**config.mk**
```make
export PLATFORM = sky130hd
export DESIGN_NAME = pend_prio_sched
export DESIGN_NICKNAME = d
export VERILOG_FILES = /design/src/rtl/pend_pkg.sv /design/src/rtl/pend_prio_enc.sv /design/src/rtl/pend_prio_sched.sv
export SDC_FILE = /design/constraint.sdc
export NUM_CORES = 1
export LEC_CHECK = 0
export ABC_AREA = 0
export BUFFER_PORTS_ARGS = -buffer_cell sky130_fd_sc_hd__buf_2
export CAP_MARGIN = 40
export CORE_MARGIN = 8
export CORE_UTILIZATION = 44
export DETAILED_ROUTE_END_ITERATION = 10
export PLACE_DENSITY = 0.76
export SYNTH_ARGS = -nofsm -noshare
export SYNTH_HDL_FRONTEND = slang
export SYNTH_SLANG_ARGS = --single-unit
```
**constraint.sdc**
```tcl
create_clock -name clk -period 1.5 [get_ports clk]
set_input_delay 0.075 -clock clk [delete_from_list [all_inputs] [get_ports clk]]
set_output_delay 0.075 -clock clk [all_outputs]
set_load 0.01 [all_outputs]
```
**src/rtl/pend_pkg.sv**
```systemverilog
// rtl/pend_pkg.sv - shared FSM state type and index-width helper for the pending scheduler
package pend_pkg;

    typedef enum logic {
        IDLE  = 1'b0,
        OFFER = 1'b1
    } state_t;

    // A two-line scheduler still needs a one-bit index.
    function automatic int idx_width(input int n);
        return (n <= 2) ? 1 : $clog2(n);
    endfunction

endpackage

```
**src/rtl/pend_prio_enc.sv**
```systemverilog
// rtl/pend_prio_enc.sv - MSB-priority encoder, bit N-1 maps to index 0
module pend_prio_enc
    import pend_pkg::*;
#(
    parameter int N = 8,
    parameter int W = idx_width(N)
) (
    input  logic [N-1:0] vec,
    output logic [W-1:0] idx,
    output logic         any
);

    // Ascending scan: the highest set bit is assigned last and wins.
    always_comb begin
        idx = '0;
        for (int i = 0; i < N; i++) begin
            if (vec[i]) begin
                idx = W'(N - 1 - i);
            end
        end
        any = |vec;
    end

endmodule

```
**src/rtl/pend_prio_sched.sv**
```systemverilog
// rtl/pend_prio_sched.sv - pending-request register with MSB-priority offer/ready handshake
module pend_prio_sched
    import pend_pkg::*;
#(
    parameter int N = 8,
    parameter int W = idx_width(N)
) (
    input  logic         clk,
    input  logic         rst,
    input  logic [N-1:0] req_in,
    input  logic [N-1:0] mask,
    input  logic         ready,
    output logic         valid,
    output logic [W-1:0] idx,
    output logic [N-1:0] pend,
    output logic         ovf,
    input  logic         ovf_clr
);

    state_t         state, state_nxt;
    logic [W-1:0]   idx_r, idx_nxt;
    logic [N-1:0]   pend_r, pend_nxt;
    logic [N-1:0]   clr_vec;
    logic           ovf_r, ovf_nxt, ovf_hit;
    logic           take;
    logic [W-1:0]   enc_idx;
    logic           enc_any;

    pend_prio_enc #(
        .N (N),
        .W (W)
    ) u_enc (
        .vec (pend_r & mask),
        .idx (enc_idx),
        .any (enc_any)
    );

    always_comb begin
        state_nxt = state;
        idx_nxt   = idx_r;
        take      = 1'b0;
        case (state)
            IDLE: begin
                if (enc_any) begin
                    state_nxt = OFFER;
                    idx_nxt   = enc_idx;
                end
            end
            OFFER: begin
                if (ready) begin
                    take      = 1'b1;
                    state_nxt = IDLE;
                end
            end
            default: state_nxt = IDLE;
        endcase
    end

    // One-hot clear of the granted line; a new request on the same edge re-sets it.
    always_comb begin
        clr_vec = '0;
        for (int i = 0; i < N; i++) begin
            clr_vec[i] = take && (idx_r == W'(N - 1 - i));
        end
        pend_nxt = (pend_r & ~clr_vec) | req_in;
        ovf_hit  = |(req_in & pend_r & ~clr_vec);
        ovf_nxt  = ovf_r;
        if (ovf_hit) begin
            ovf_nxt = 1'b1;
        end else if (ovf_clr) begin
            ovf_nxt = 1'b0;
        end
    end

    always_ff @(posedge clk) begin
        if (rst) begin
            state  <= IDLE;
            idx_r  <= '0;
            pend_r <= '0;
            ovf_r  <= 1'b0;
        end else begin
            state  <= state_nxt;
            idx_r  <= idx_nxt;
            pend_r <= pend_nxt;
            ovf_r  <= ovf_nxt;
        end
    end

    assign valid = (state == OFFER);
    assign idx   = idx_r;
    assign pend  = pend_r;
    assign ovf   = ovf_r;

endmodule

```
; ---- Word-level counts from Yosys, hierarchy flattened
; Index checks and enable logic that the tools add are counted.
[totals]
reg_bits = 13
input_bits = 20
out_inout_bits = 13
elab_cells = 46
[op_classes]
eq_ne = 7
n_mux = 15
n_bitwise = 7
reduce_logical = 13
[op_table]
columns = operator, n
row1 = $and 8x8->8, 4
row2 = $mux 3, 8
row3 = $reduce_or 8->1, 2
row4 = $eq 3x3->1 const B, 4
row5 = $logic_and 1x1->1, 8
row6 = $not 8->8, 1
row7 = $or 8x8->8, 1
row8 = $eq 3x2->1 const B, 2
row9 = $mux 1, 6
row10 = $eq 3x1->1 const B, 1
row11 = $logic_not 3->1, 1
row12 = $pmux 1 s2, 1
row13 = $reduce_and 2->1, 1
row14 = $reduce_bool 2->1, 1
row15 = $not 1->1, 1

; ---- Depth between registers and ports, before layout
; Gate-level depths: netlist (run 1).
[logic_depth]
depth_word = 9
depth_mapped = 5

; ---- By module
; A second synthesis (run 1) with hierarchy kept.
[hier_totals]
cells_unflattened = 89
hier_area_um2 = 715.7
[by_module_without_submodules]
columns = mod, n_inst, cells_each, area_per_inst_um2, seq_area_each_um2
row1 = pend_prio_sched, 1, 76, 634.4, 260.2
row2 = pend_prio_enc, 1, 13, 81.3, 0.0

; ---- Worst setup path before layout (run 1)
; No wires, ideal clock.
[synth_timing]
path_kind = register to register
start = reg state (netlist: valid)
end = reg ovf_r (netlist: ovf)
setup_ns = 0.138
arrival_ns = 1.091
required_ns = 1.362
slack_ns = 0.271
stages_incl_launch_ff = 5
period_less_slack_ns = 1.229
path_cell_list = dfxtp_1 -> and3b_4 -> o211ai_1 -> a32oi_1 -> a41oi_1
[synth_between]
elab_chain_len = 6
[synth_lines]
columns = item, line
row1 = start: declaration, pend_prio_sched.sv:20  ; state_t state, state_nxt;
row2 = start signal: assignment, pend_prio_sched.sv:82  ; state <= state_nxt;
row3 = $mux 1 *, pend_prio_sched.sv:42  ; case (state)
row4 = $logic_and 1x1->1, pend_prio_sched.sv:63  ; clr_vec[i] = take && (idx_r == W'(N - 1 - i));
row5 = $not 8->8 *, pend_prio_sched.sv:66  ; ovf_hit = |(req_in & pend_r & ~clr_vec);
row6 = $and 8x8->8 *, pend_prio_sched.sv:66
row7 = $reduce_or 8->1 *, pend_prio_sched.sv:66
row8 = $mux 1 or $reduce_bool 2->1 (tied branches), n/a
row9 = end signal: assignment, pend_prio_sched.sv:85  ; ovf_r <= ovf_nxt;
row10 = end: declaration, pend_prio_sched.sv:24  ; logic ovf_r, ovf_nxt, ovf_hit;
; Every way passes the cells marked *; elsewhere a longest branch is shown, timed or not.
; A chain may end at the register's enable or synchronous reset.

; ---- Worst setup path in the final report (run 1)
; Ends and elaborated chain as after synthesis.

==> results of run 1 <==
[flip-flops by register name, indices dropped and copies added (netlist names)]
name	count
valid	1
pend	8
ovf	1
idx	3
[placed cells by master, fill, tap and decap left out, types with 2 or more instances in the layout]
| cell type | instances |
|---|---|
| a21oi_1 | 16 |
| o21ai_0 | 2 |
| inv_1 | 2 |
| nand3_1 | 2 |
| nand2_1 | 12 |
| nor2_1 | 13 |
| nor3_1 | 2 |
| dfxtp_1 | 13 |
| a32oi_1 | 3 |
| clkbuf_4 | 3 |
| buf_2 | 32 |
| a22oi_2 | 4 |
[worst max-delay path, stage by stage (launching register included)]
cell and delay [ns]:
dfxtp_1 0.49, and3_1 0.36, a21oi_1 0.10, a31oi_1 0.20, a41oi_1 0.13
[area by class of cell]
cell class / count / area, um^2 / share of cell area
Timing Repair Buffer: 33 / 170.2 / 0.1868
Multi-Input combinational cell: 72 / 426.7 / 0.4684
Sequential cell: 13 / 260.3 / 0.2857
Clock buffer: 4 / 26.28 / 0.02885
Tap cell: 16 / 20.02 / 0.02198
Inverter: 2 / 7.507 / 0.008242
[power by group through the flow]
stage          logic (W)  clock network (W)  registers (W)
2_1_floorplan   0.000127                  0       0.000430
3_3_place_gp    0.000208                  0       0.000429
3_5_place_dp    0.000212                  0       0.000432
4_1_cts         0.000216           0.000226       0.000424
5_1_grt         0.000236           0.000241       0.000431
6_report        0.000215           0.000222       0.000425
[routing by layer]
layer / track usage / vias up
met3: 0.04944 / 11
met1: 0.1311 / 358
met4: 0.06186 / 0
li1: - / 401
met2: 0.2124 / 42
met5: 0 / -
[kinds of logic after synthesis]
group,Yosys count,share of synthesized area
AND/OR/NAND/NOR,37,0.2422
AO/OA/AOI/OAI,35,0.3520
flip-flops,13,0.3624
buffers and inverters,6,0.04354
[how the worst min path moves through the flow]
| stage | start | endpoint | cells after the start | slack, ns |
|---|---|---|---|---|
| CTS | req_in[3] | pend[3]$_SDFF_PP0_ | 3 | 0.02 |
| floorplan | rst | valid$_SDFF_PP0_ | 1 | 0.15 |
| detailed placement | ready | valid$_SDFF_PP0_ | 2 | 0.30 |
| global route | req_in[5] | pend[5]$_SDFF_PP0_ | 3 | 0.04 |
| finish | req_in[2] | pend[2]$_SDFF_PP0_ | 3 | 0.01 |
| global placement | ready | valid$_SDFF_PP0_ | 2 | 0.30 |
[per-stage QoR]
step | utilization | std cells | total power [W]
after detailed placement | 0.5739 | 135 | 0.0006434
after floorplan | - | 91 | 0.0005574
after global routing | 0.5977 | 140 | 0.0009084
after global placement | 0.5739 | 135 | 0.0006373
after CTS | 0.5977 | 140 | 0.0008654
final | 0.5977 | 140 | 0.0008624
[synth_stat cells, drive strengths merged]
library cell and count:
a21oi 16, dfxtp 13, nand2 13, nor2 13, a22oi 4, a32oi 3, buf 3, a41oi 2
inv 2, nand3 2, nor3 2, o21ai 2, a211oi 1, a21boi 1, a22o 1, a31o 1
a31oi 1, and2b 1, and3 1, and3b 1, clkbuf 1, nand2b 1, nand3b 1, nand4 1
nor3b 1, o211ai 1, o22ai 1, o2bb2ai 1
[timing repair]
item / in CTS / in global routing
hold endpoints to repair: 1 / 0
hold buffers: 1 / 0
gates resized for setup: 0 / 0
==> results.json, run 1 <==
{
  "p_leak_nw": 0.4014,
  "yosysTopAreaCell": "dfxtp_1",
  "max-vdd-ir-drop_mv": 0.6430,
  "rows": 14,
  "dr.max_layer_used": "met4",
  "synth_top_area_frac": 0.3624,
  "wire_per_inst_um": 15.01,
  "synth_area_um2": 718.2,
  "hold_viol": 0,
  "die_w_um": 56.40,
  "setup_viol": 0,
  "layout_setup_ws_ns": 0.09486,
  "rsz0062_at_grt": "no",
  "drc": 0,
  "wl_met3_um": 167,
  "grt_usage": 0.1254,
  "grt_pass1_vias": 764,
  "grt_overflow_total": 0,
  "nFillCells": 147,
  "synth_area_per_cell_um2": 7.892,
  "finalCritPeriodShare": 0.9368,
  "area_delta_synth_final_pct": 26.83,
  "slew_headroom": 0.7849,
  "vias": 812,
  "timing.setup.tns_ns": 0,
  "yosysSeqAreaShare": 0.3624,
  "cts_tree": "done",
  "dpl_cell_area_um2": 874.6,
  "seq_power_share": 0.493,
  "maxSlewViolCount": 0,
  "ys_ff_latch": 13,
  "hpwl_mm": 1.624,
  "whs_ns": 0.01420,
  "cts.clk_slew.worst_paths_ns": 0.08,
  "cp_max_fo": 9,
  "power.share.combinational": 0.250,
  "cts.sinks": 13,
  "r2r_start": "valid$_SDFF_PP0_",
  "rr_worst_depth": 4,
  "worstMarginPinSlew_ns": 0.3223,
  "n_antenna_cell": 0,
  "startpoint_type": "flop",
  "layout-drive-gt1-share": 0.3387,
  "p_per_area_mw_per_mm2": 946.8,
  "design_area_um2": 910.9,
  "clkPwrFrac": 0.258,
  "hold_path.class": "primary input to flop",
  "grt_first_pass_wirelength_mm": 3.312,
  "end_kind": "flop",
  "wl_met1_um": 855,
  "ioPinCount": 33,
  "gp_congestion": 0.8462,
  "layout_min_cycle_time_ns": 1.405,
  "start_util": 0.4713,
  "maxCapViolCount": 0,
  "worstReg2RegEnd": "ovf$_SDFFE_PP0P_",
  "path_class": "flop to flop",
  "firstDrtPassIters": 4,
  "arrival_ns": 1.56,
  "syn-instance-count": 91,
  "synth_cell_type_count": 31,
  "clk_latency_ns": 0.28,
  "grt_max_degree": 15,
  "rrSetupSlack_ns": 0.09,
  "clock_path_buffers": 2,
  "synth_warnings": 0,
  "p_switching_w": 0.0002823,
  "ant_nets": 0,
  "numCtsBuffers": 3,
  "synth_fp_nets": 111,
  "portBuffers": 32,
  "worst_clock_skew_ns": 0.008779,
  "switching_share": 0.3273,
  "fmax_ghz": 0.7117,
  "endpoint": "ovf$_SDFFE_PP0P_",
  "die_h_um": 56.40,
  "crit_required_ns": 1.65,
  "preCtsSetupSlack_ns": 0.1410,
  "postCtsSetupRepairBufs": 0,
  "vias_per_cell": 5.800,
  "drt_iter0_drc": 25,
  "layout.nets": 145,
  "wl_met2_mm": 1.015,
  "cts-root-buf": "clkbuf_4",
  "dieArea_mm2": 0.003181,
  "core_area_mm2": 0.001524,
  "status": "finished clean",
  "h-tree-depth": 1,
  "routed_wl_mm": 2.101,
  "startpoint": "valid$_SDFF_PP0_",
  "antenna_found_initial": 0,
  "internal_power_w": 0.0005801,
  "synth_area_leaders": "dfxtp_1 36%, a21oi_1 11%, a22oi_2 7.0%"
}
Power figures use the tool's default switching activity.
==> run 2: changes to the inputs <==
- CORE_MARGIN: 8 -> default
==> run 2 against run 1 <==
Effect of this change: die area is 43% lower; non-clock buffer count stayed put; fmax is 2.9% higher; cell count stayed put; via count is 2.6% lower; clock power is 4% higher; sequential share of layout area stayed put; combinational power hardly changed; final area stayed put; clock-buffer cell count stayed put; critical endpoint unchanged; largest power group unchanged.
==> results.json, run 2 (synthesis gave the netlist of run 1 again) <==
{
  "arrival_ns": 1.53,
  "drt_iter0_drc": 19,
  "cp_max_fo": 9,
  "portBuffers": 32,
  "cts-root-buf": "clkbuf_4",
  "place_inst": 135,
  "grt_first_pass_wirelength_mm": 2.870,
  "grt_max_degree": 15,
  "crit_required_ns": 1.66,
  "utilization": 0.5977,
  "antenna_found_initial": 0,
  "hold_viol": 0,
  "max-vdd-ir-drop_mv": 0.5798,
  "p_per_area_mw_per_mm2": 951.0,
  "routed_wl_mm": 1.781,
  "gp_congestion": 0.8349,
  "grt_usage": 0.2084,
  "dpl_cell_area_um2": 874.6,
  "ant_nets": 0,
  "grt_pass1_vias": 673,
  "area_delta_synth_final_pct": 26.83,
  "grt_overflow_total": 0,
  "layout_setup_ws_ns": 0.1347,
  "setup_viol": 0,
  "timing.setup.tns_ns": 0,
  "preCtsSetupSlack_ns": 0.1755,
  "numCtsBuffers": 3,
  "worst_clock_skew_ns": 0.004478,
  "vias": 791,
  "die_h_um": 42.40,
  "largest_register_ffs": 8,
  "core_area_mm2": 0.001524,
  "clk_latency_ns": 0.29,
  "hold_path.class": "primary input to flop",
  "start_util": 0.4713,
  "layout.nets": 145,
  "wire_per_inst_um": 12.72,
  "rsz0062_at_grt": "no",
  "p_leak_nw": 0.4014,
  "fmax_ghz": 0.7324,
  "slew_headroom": 0.7847,
  "layout_min_cycle_time_ns": 1.365,
  "rows": 14,
  "worstMarginPinSlew_ns": 0.3225,
  "fin_cells": 140,
  "design_area_um2": 910.9,
  "firstDrtPassIters": 4,
  "vias_per_cell": 5.650,
  "die_w_um": 42.40,
  "layout_commonest_cell": "buf_2",
  "hpwl_mm": 1.308,
  "maxCapViolCount": 0,
  "clock_path_buffers": 2,
  "path_class": "flop to flop",
  "layout_common_cells": "32 x buf_2, 16 x a21oi_1, 13 x nor2_1, 13 x dfxtp_1, 12 x nand2_1",
  "maxSlewViolCount": 0,
  "cts_tree": "done",
  "h-tree-depth": 1,
  "status": "finished clean",
  "dieArea_mm2": 0.001798,
  "end_kind": "flop",
  "cts.clk_slew.worst_paths_ns": 0.09,
  "startpoint_type": "flop",
  "n_antenna_cell": 0,
  "layout-drive-gt1-share": 0.3387,
  "finalCritPeriodShare": 0.9102,
  "drc": 0,
  "ioPinCount": 33,
  "cts.sinks": 13
}
-- run 2: per-stage QoR --
step,hold slack (ns),power (W)
final,0.01312,0.0008663
after global routing,0.03787,0.0009106
after CTS,0.01919,0.0008645
after detailed placement,0.2955,0.0006380
after global placement,0.2964,0.0006345
after floorplan,0.1535,0.0005574
-- run 2: critical path, cell delays in order, from the launching register on --
cell and delay [ns]:
dfxtp_1 0.48, and3_1 0.33, a21oi_1 0.10, a31oi_1 0.21, a41oi_1 0.13
-- run 2: power by group --
part | total [W] | switching [W] | internal (W)
Sequential | 0.000424 | 0.0000477 | 0.000376
Combinational | 0.000212 | 0.000111 | 0.000101
Clock | 0.000231 | 0.000127 | 0.000103
-- run 2: timing repair --
item | CTS | global route
resized for setup | 0 | 0
buffers inserted | 0 | 0
hold endpoints to repair | 1 | 0
hold buffers | 1 | 0
-- run 2: final cells by class --
class / count / area, um^2
repair buffers: 33 / 170.2
multi-input cells: 72 / 426.7
flip-flops and latches: 13 / 260.3
clock buffers: 4 / 26.28
well taps: 16 / 20.02
inverters: 2 / 7.507
fillers: 152 / 613.1
-- run 2: worst paths after layout --
kind,from,slack (ns),cells after the start,to
hold reg to reg,idx[2]$_SDFFE_PP0P_,0.53,2,idx[2]$_SDFFE_PP0P_
hold / removal,req_in[3],0.01,3,pend[3]$_SDFF_PP0_
setup reg to reg,valid$_SDFF_PP0_,0.13,4,ovf$_SDFFE_PP0P_
setup / recovery,valid$_SDFF_PP0_,0.13,4,ovf$_SDFFE_PP0P_
-- run 2: per-layer routing --
metal  vias up  part of all wire  GRT usage
met2        23              0.48     0.3631
met1       360              0.46     0.2527
li1        403                 -          -
met4         0             0.020    0.09375
met3         5             0.045    0.02586
met5         -                 0          0
